<file path="src/rtl/store_align.sv">
// store_align
//
// Purpose:
//   Narrows a 64-bit register value into 8-byte-aligned memory write beats
//   for the data-memory write port.
//   This is the store-side mirror of the load sign-extension logic.
//   A store whose bytes straddle an 8-byte boundary is split into two beats.
//   With ALLOW_MISALIGNED=0, a store whose address is not a multiple of its
//   size is rejected instead of being written.
//
// Parameters:
//   ADDR_WIDTH        byte address width (must be at least 4)
//   ALLOW_MISALIGNED  1: split boundary-crossing stores; 0: reject misaligned
//
// Ports:
//   i_clk          clock, all state on rising edge
//   i_rst_n        asynchronous active-low reset
//   i_valid        store request valid
//   o_ready        block can accept a request (IDLE and out of reset)
//   i_addr         byte address of the store
//   i_data         register value; only the low 2^i_size bytes are written
//   i_size         00 byte, 01 half, 10 word, 11 double
//   o_mem_valid    write beat valid
//   i_mem_ready    memory accepts the beat
//   o_mem_addr     8-byte-aligned beat address
//   o_mem_wdata    beat write data (unenabled lanes are zero)
//   o_mem_be       byte enables, bit k = byte lane k
//   o_done         one-cycle pulse after the final beat handshake
//   o_misaligned   one-cycle pulse when a store is rejected
module store_align #(
    parameter int ADDR_WIDTH       = 64,
    parameter bit ALLOW_MISALIGNED = 1'b1
) (
    input  logic                  i_clk,
    input  logic                  i_rst_n,
    input  logic                  i_valid,
    output logic                  o_ready,
    input  logic [ADDR_WIDTH-1:0] i_addr,
    input  logic [63:0]           i_data,
    input  logic [1:0]            i_size,
    output logic                  o_mem_valid,
    input  logic                  i_mem_ready,
    output logic [ADDR_WIDTH-1:0] o_mem_addr,
    output logic [63:0]           o_mem_wdata,
    output logic [7:0]            o_mem_be,
    output logic                  o_done,
    output logic                  o_misaligned
);

    typedef enum logic [1:0] {
        IDLE   = 2'd0,
        BEAT0  = 2'd1,
        BEAT1  = 2'd2,
        REJECT = 2'd3
    } state_t;

    state_t                  state;
    state_t                  state_next;

    logic [127:0]            sh_q;
    logic [15:0]             be_q;
    logic [ADDR_WIDTH-1:0]   base_q;
    logic                    done_q;

    logic                    accept;
    logic                    final_hs;
    logic [3:0]              n_bytes;
    logic [2:0]              off;
    logic [63:0]             data_masked;
    logic [127:0]            sh_d;
    logic [15:0]             be_d;
    logic                    misaligned;

    assign accept = i_valid && o_ready;

    // Decode the incoming request into its full 16-lane image.
    // The low 8 lanes form the first beat and the high 8 lanes form the
    // second beat. Bytes above the access size are zeroed before shifting,
    // so lanes that are not enabled always carry zero.
    // For a double-word, n_bytes[2:0] is 0, so the alignment mask becomes 7
    // and the whole offset is checked.
    always_comb begin
        n_bytes     = 4'd1 << i_size;
        off         = i_addr[2:0];
        data_masked = '0;
        for (int k = 0; k < 8; k++) begin
            if (k < int'(n_bytes)) begin
                data_masked[8*k +: 8] = i_data[8*k +: 8];
            end
        end
        sh_d        = {64'b0, data_masked} << {off, 3'b000};
        be_d        = ((16'd1 << n_bytes) - 16'd1) << off;
        misaligned  = (off & (n_bytes[2:0] - 3'd1)) != 3'd0;
    end

    // State register.
    // Reset is asynchronous, so o_mem_valid drops as soon as reset asserts.
    // Any pending beat is simply abandoned.
    always_ff @(posedge i_clk or negedge i_rst_n) begin
        if (!i_rst_n) begin
            state <= IDLE;
        end else begin
            state <= state_next;
        end
    end

    // Next-state logic.
    // A second beat is only taken when the shifted byte enables spill into
    // the upper eight lanes. final_hs marks the handshake that completes a
    // store, and it feeds the registered o_done pulse.
    always_comb begin
        state_next = state;
        final_hs   = 1'b0;
        case (state)
            IDLE: begin
                if (accept) begin
                    if (!ALLOW_MISALIGNED && misaligned) begin
                        state_next = REJECT;
                    end else begin
                        state_next = BEAT0;
                    end
                end
            end
            BEAT0: begin
                if (i_mem_ready) begin
                    if (be_q[15:8] != 8'h00) begin
                        state_next = BEAT1;
                    end else begin
                        state_next = IDLE;
                        final_hs   = 1'b1;
                    end
                end
            end
            BEAT1: begin
                if (i_mem_ready) begin
                    state_next = IDLE;
                    final_hs   = 1'b1;
                end
            end
            REJECT: begin
                state_next = IDLE;
            end
            default: begin
                state_next = IDLE;
            end
        endcase
    end

    // Request capture and done pulse.
    // The shifted data, lane enables and base address are captured once at
    // accept. Both beats are then just slices of this captured image, so
    // they stay stable under backpressure.
    always_ff @(posedge i_clk or negedge i_rst_n) begin
        if (!i_rst_n) begin
            sh_q   <= '0;
            be_q   <= '0;
            base_q <= '0;
            done_q <= 1'b0;
        end else begin
            done_q <= final_hs;
            if (accept) begin
                sh_q   <= sh_d;
                be_q   <= be_d;
                base_q <= {i_addr[ADDR_WIDTH-1:3], 3'b000};
            end
        end
    end

    // Output decode.
    // Beat fields are driven only in beat states and are zero otherwise.
    // o_ready is qualified with i_rst_n, so it is low for the whole time
    // reset is held. The second beat address wraps naturally at the top of
    // the address space.
    always_comb begin
        o_ready      = (state == IDLE) && i_rst_n;
        o_mem_valid  = 1'b0;
        o_mem_addr   = '0;
        o_mem_wdata  = '0;
        o_mem_be     = '0;
        o_misaligned = (state == REJECT);
        o_done       = done_q;
        case (state)
            BEAT0: begin
                o_mem_valid = 1'b1;
                o_mem_addr  = base_q;
                o_mem_wdata = sh_q[63:0];
                o_mem_be    = be_q[7:0];
            end
            BEAT1: begin
                o_mem_valid = 1'b1;
                o_mem_addr  = base_q + ADDR_WIDTH'(8);
                o_mem_wdata = sh_q[127:64];
                o_mem_be    = be_q[15:8];
            end
            default: begin
            end
        endcase
    end

endmodule

</file>
<file path="config.mk">
export PLATFORM = sky130hd
export DESIGN_NAME = store_align
export DESIGN_NICKNAME = d
export VERILOG_FILES = /design/src/rtl/store_align.sv
export SDC_FILE = /design/constraint.sdc
export NUM_CORES = 1
export LEC_CHECK = 0
export BUFFER_PORTS_ARGS = -buffer_cell sky130_fd_sc_hd__buf_2
export CELL_PAD_IN_SITES_DETAIL_PLACEMENT = 2
export CELL_PAD_IN_SITES_GLOBAL_PLACEMENT = 2
export CORE_MARGIN = 4
export CORE_UTILIZATION = 36
export CTS_BUF_LIST = sky130_fd_sc_hd__clkbuf_2 sky130_fd_sc_hd__clkbuf_4 sky130_fd_sc_hd__clkbuf_8
export DETAILED_ROUTE_END_ITERATION = 12
export GPL_TIMING_DRIVEN = 1
export HOLD_SLACK_MARGIN = 0.1
export PLACE_DENSITY = 0.94
export SLEW_MARGIN = 25
export SYNTH_ARGS = -nofsm -noshare
export SYNTH_HDL_FRONTEND = slang
export SYNTH_SLANG_ARGS = --single-unit
</file>
<file path="constraint.sdc">
create_clock -name i_clk -period 4.6 [get_ports i_clk]
set_input_delay 0.46 -clock i_clk [delete_from_list [all_inputs] [get_ports i_clk]]
set_output_delay 0.46 -clock i_clk [all_outputs]
set_load 0.01 [all_outputs]
</file>
# Word-level counts from Yosys, hierarchy flattened

Cells that the tools add are included.

Register bits: 208
Input bits: 134
Output and inout bits: 140
Word-level logic and storage cells: 52

Add/sub/neg operators: 2
Magnitude comparators: 8
Eq/ne operators: 6
Shifts and indexed selects: 4
Multiplexer cells: 21
Reduce and logical (&&, ||, !) cells: 6

Operator list:

| kind                    | number |
|---|---|
| $pmux W64 S2            | 2 |
| $shl A64 B6 Y128        | 1 |
| $add A64 B4 Y64 const B | 1 |
| $mux W8                 | 8 |
| $lt A3 B4 Y1 const A    | 4 |
| $pmux W8 S2             | 1 |
| $shl A1 B4 Y16 const A  | 1 |
| $shl A16 B3 Y16         | 1 |
| $sub A16 B1 Y16 const B | 1 |
| $lt A1 B4 Y1 const A    | 2 |
| $lt A2 B4 Y1 const A    | 2 |
| $mux W2                 | 4 |
| $pmux W2 S4             | 1 |
| $reduce_bool A8 Y1      | 1 |
| $ne A2 B2 Y1 const B    | 3 |
| $eq A2 B2 Y1 const B    | 2 |
| $mux W1                 | 4 |
| $shl A1 B2 Y4 const A   | 1 |
| $reduce_and A3 Y1       | 1 |
| $eq A2 B1 Y1 const B    | 1 |
| $logic_and A1 B1 Y1     | 2 |
| $logic_not A2 Y1        | 1 |
| $pmux W1 S2             | 1 |
| $reduce_or A2 Y1        | 1 |

# Depth between registers and ports, before layout

Word-level depth: 5
Depth in mapped cells: 9
Mapped depth without buffers: 7

# Least setup slack after synthesis

OpenSTA, ideal clock, no wires.

Path type: flip-flop to output port
Start point: register state[0]
End point: output port o_mem_addr[32]
Data arrival time: 2.118 ns
Required time: 4.140 ns
Setup slack: 2.022 ns
Stages on the path, launching flop included: 9
Buffers on the path: 3
Cells stage by stage: dfrtp_1 > inv_1 > ha_1 > and2_1 > clkbuf_1 > clkbuf_1 > buf_1 > nand3_1 > o21ai_0

Cells in the longest elaborated chain, start to end: 2
Elaborated cells between the ends (all ways): 3
Those cells by class: 2 x eq/ne; 1 x mux

RTL lines:

| element                                      | line | text |
|---|---|---|
| start, declared                              | 57   | `state_t state;` |
| start signal, assigned                       | 103  | `state <= state_next;` |
| $eq A2 B2 Y1 or $eq A2 B1 Y1 (tied branches) | 182  | `case (state)` |
| $pmux W64 S2 (*)                             | 182  |  |
| end, declared                                | 43   | `output logic [ADDR_WIDTH-1:0] o_mem_addr,` |

Mark *: on every way between the ends. The rest lies on a longest branch, timed or not.

# Final worst setup path

Start point: register state[0]
End point: output port o_mem_wdata[16]

Cells in the longest elaborated chain, start to end: 2
Elaborated cells between the ends (all ways): 3
Those cells by class: 2 x eq/ne; 1 x mux

RTL lines:

| element                                      | line | text |
|---|---|---|
| $eq A2 B2 Y1 or $eq A2 B1 Y1 (tied branches) | 182  |  |
| $pmux W64 S2 (*)                             | 182  |  |
| end, declared                                | 44   | `output logic [63:0] o_mem_wdata,` |

Marked as above.

==> results.py <==
metrics = {
    "status": {
        "status": "completed",
    },
    "global_route": {
        "track_usage_pct": 29.3,
        "grt_max_degree": 145,
        "antenna_found_initial": 3,
        "grt_first_pass_wirelength_um": 84200,
        "grt_pass1_vias": 13800,
        "grt.overflow.total": 0,
    },
    "layout": {
        "drive_gt1_share_pct": 23.3,
        "final_common_cell": "nand2_1",
        "diodes": 0,
        "area_growth_pct": 16.8,
        "final_util_pct": 42.7,
        "fillerInstances": 3821,
        "nets": 1782,
        "layout_common_cells": "336 x nand2_1, 269 x buf_2, 200 x dfrtp_1",
    },
    "critical_path": {
        "r2r_slack_ns": 1.78,
        "worstSetupEndpointType": "output port",
        "arrival_ns": 3.35,
        "crit_fanout": 61,
        "r2r-end": "state[0]",
        "startpoint_type": "flip-flop",
        "crit_type": "reg2out",
        "rr_worst_depth": 8,
        "r2r-start": "state[0]",
        "worstPathRequired_ns": 4.14,
    },
    "timing": {
        "skew_ns": 0.0126,
        "rsz0062_at_grt": "no",
        "slew_violations": 0,
        "whs_ns": 0.131,
        "max-slew-margin-rel_pct": 35.3,
        "worst_pin_slew_ns": 0.965,
        "fin_crit_sh_pct": 82.8,
        "max_freq_mhz": 262,
        "setup_violations": 0,
        "finalSetupTns_ns": 0,
        "finalCriticalPeriod_ns": 3.81,
        "hold_viol_final": 0,
    },
    "floorplan": {
        "die_h_um": 193,
        "initial_utilization_pct": 36.5,
        "num_rows": 67,
        "die-area_sq_um": 37100,
        "ioPinCount": 274,
        "die_x_um": 193,
        "core_sq_um": 33600,
    },
    "place": {
        "portBuffers": 270,
        "dp_hpwl_um": 39000,
        "place_congestion": 0.892,
    },
    "worst_hold_path": {
        "hold_class": "in2reg",
        "min_from": "i_addr[43]",
        "whs_path_depth": 3,
        "hold_path_end": "base_q[43]",
    },
    "cts": {
        "cts_tree": "done",
        "clock_latency_ns": 0.51,
        "clock-root-buffer": "clkbuf_8",
        "cts_buffers": 17,
        "path_clk_slew_ns": 0.11,
        "cts_max_level": 4,
        "cts.sinks": 200,
        "clk_path_buf_depth": 2,
    },
    "route": {
        "dr.pass1.iters": 5,
        "viasPerCell": 6.26,
        "vias": 13200,
        "ant_nets": 0,
        "drt_iter0_markers": 1049,
        "wl_um": 55800,
        "wire_per_inst_um": 26.5,
        "post-route-drc-count": 0,
    },
    "synthesis": {
        "async_flop_share_pct": 100,
        "synth_edf_count": 0,
        "synth_flop_cell": "dfrtp_1",
        "postSynthAreaPerCell_sq_um": 8.40,
        "synth_cell_type_count": 61,
        "yosysWarnings": 0,
        "synth.yosys.seq_area_share_pct": 40.7,
        "ys_ff_latch": 200,
        "postSynthCellCount": 1463,
        "netlist_area_sq_um": 12300,
    },
    "pwr": {
        "p_per_area_nw_per_um2": 505,
        "fin_total_pwr_uw": 7250,
        "vdd_ir_drop_max_mv": 0.260,
        "total_leakage_power_uw": 0.00683,
    },
    "job": {
        "cap_violations": 0,
    },
}
worst max path at each step:
stage,cells after the start,from,endpoint,slack [ns]
floorplan,8,state[0],o_mem_addr[32],2.02
global placement,6,state[0],o_mem_addr[60],1.44
detailed placement,6,state[1],o_mem_addr[41],1.24
CTS,6,state[1],o_mem_addr[41],0.67
global route,6,state[0],o_mem_addr[21],0.52
finish,6,state[0],o_mem_wdata[16],0.79
area by class of cell:
type,count,area [sq um],area share (%)
clock inverters,9,159,1.11
repair buffers,289,1530,10.7
inverters,15,56.3,0.392
clock buffers,23,304,2.12
multi-input cells,1119,6730,46.9
well taps,448,561,3.91
flip-flops and latches,200,5000,34.9
synth_stat cells (5+ instances only):
| master | instances | area (sq um) |
|---|---|---|
| a211oi_1 | 5 | 37.5 |
| a21boi_0 | 9 | 67.6 |
| a21o_1 | 11 | 82.6 |
| a21oi_1 | 45 | 225 |
| a22o_1 | 104 | 911 |
| a22oi_1 | 27 | 203 |
| a31oi_1 | 19 | 119 |
| a32o_1 | 13 | 130 |
| a41oi_1 | 5 | 43.8 |
| and2_1 | 5 | 31.3 |
| and3_1 | 14 | 87.6 |
| buf_1 | 13 | 48.8 |
| buf_2 | 18 | 90.1 |
| buf_4 | 6 | 45.0 |
| clkbuf_1 | 93 | 349 |
| dfrtp_1 | 200 | 5000 |
| ha_1 | 6 | 75.1 |
| inv_1 | 14 | 52.6 |
| mux2_2 | 34 | 383 |
| mux2i_1 | 21 | 210 |
| nand2_1 | 339 | 1270 |
| nand3_1 | 66 | 330 |
| nand3b_1 | 9 | 67.6 |
| nand4_1 | 22 | 138 |
| nor2_1 | 60 | 225 |
| nor2b_1 | 7 | 43.8 |
| nor3_1 | 8 | 40.0 |
| nor4_1 | 10 | 62.6 |
| nor4_4 | 5 | 106 |
| o211ai_1 | 16 | 120 |
| o21a_1 | 17 | 128 |
| o21ai_0 | 142 | 711 |
| o221ai_1 | 8 | 70.1 |
| o31ai_1 | 12 | 90.1 |
| o41ai_1 | 5 | 43.8 |
| or3_1 | 6 | 37.5 |
| or4_1 | 17 | 128 |
through the flow:
step / std cells / cell area [sq um] / worst slack [ns]
2_1_floorplan: 1465 / 12300 / 2.02
3_3_place_gp: 2070 / 13900 / 1.44
3_5_place_dp: 2070 / 13900 / 1.24
4_1_cts: 2103 / 14300 / 0.673
5_1_grt: 2103 / 14300 / 0.523
6_report: 2103 / 14300 / 0.790
registers in the layout, indices dropped and copies added, names as in the netlist:
| register | cells |
|---|---|
| state | 2 |
| base_q | 61 |
| o_done | 1 |
| be_q | 16 |
| sh_q | 120 |
where the power goes:
part	switching [uW]	total (uW)	internal, uW
combinational	1790	2740	951
clock	696	1360	668
sequential	772	3150	2370
worst max-delay path, cell delays in order (launching register included):
cell,delay (ns)
dfrtp_1,0.40
inv_1,0.10
ha_1,0.65
and2_4,0.77
buf_4,0.46
a22o_1,0.28
buf_2,0.16
routing by layer:
layer / global-route usage, % / vias to the layer above / routed length [um]
li1: - / 5690 / -
met1: 36.8 / 6774 / 22300
met2: 50.3 / 583 / 27400
met3: 5.61 / 122 / 4130
met4: 10.3 / 6 / 1940
met5: 0 / - / 36
cells by family (layout without fill, tap and decap cells):
logic type | after synthesis | after routing | share of synthesized area (%)
flip-flops | 200 | 200 | 40.7
other | 1 | 3 | 0.0305
AO/OA/AOI/OAI | 460 | 460 | 25.8
XOR/XNOR | 3 | 3 | 0.214
adder cells (fa/ha/maj) | 6 | 6 | 0.611
multiplexers | 55 | 55 | 4.83
buffers and inverters | 146 | 336 | 4.84
AND/OR/NAND/NOR | 592 | 592 | 22.9
timing repair:
item,4_1_cts,5_1_grt
buffers inserted,0,0
resized for setup,0,0
endpoints found under the hold margin,56,0
hold buffers,1,0
Power figures use the tool's default switching activity.
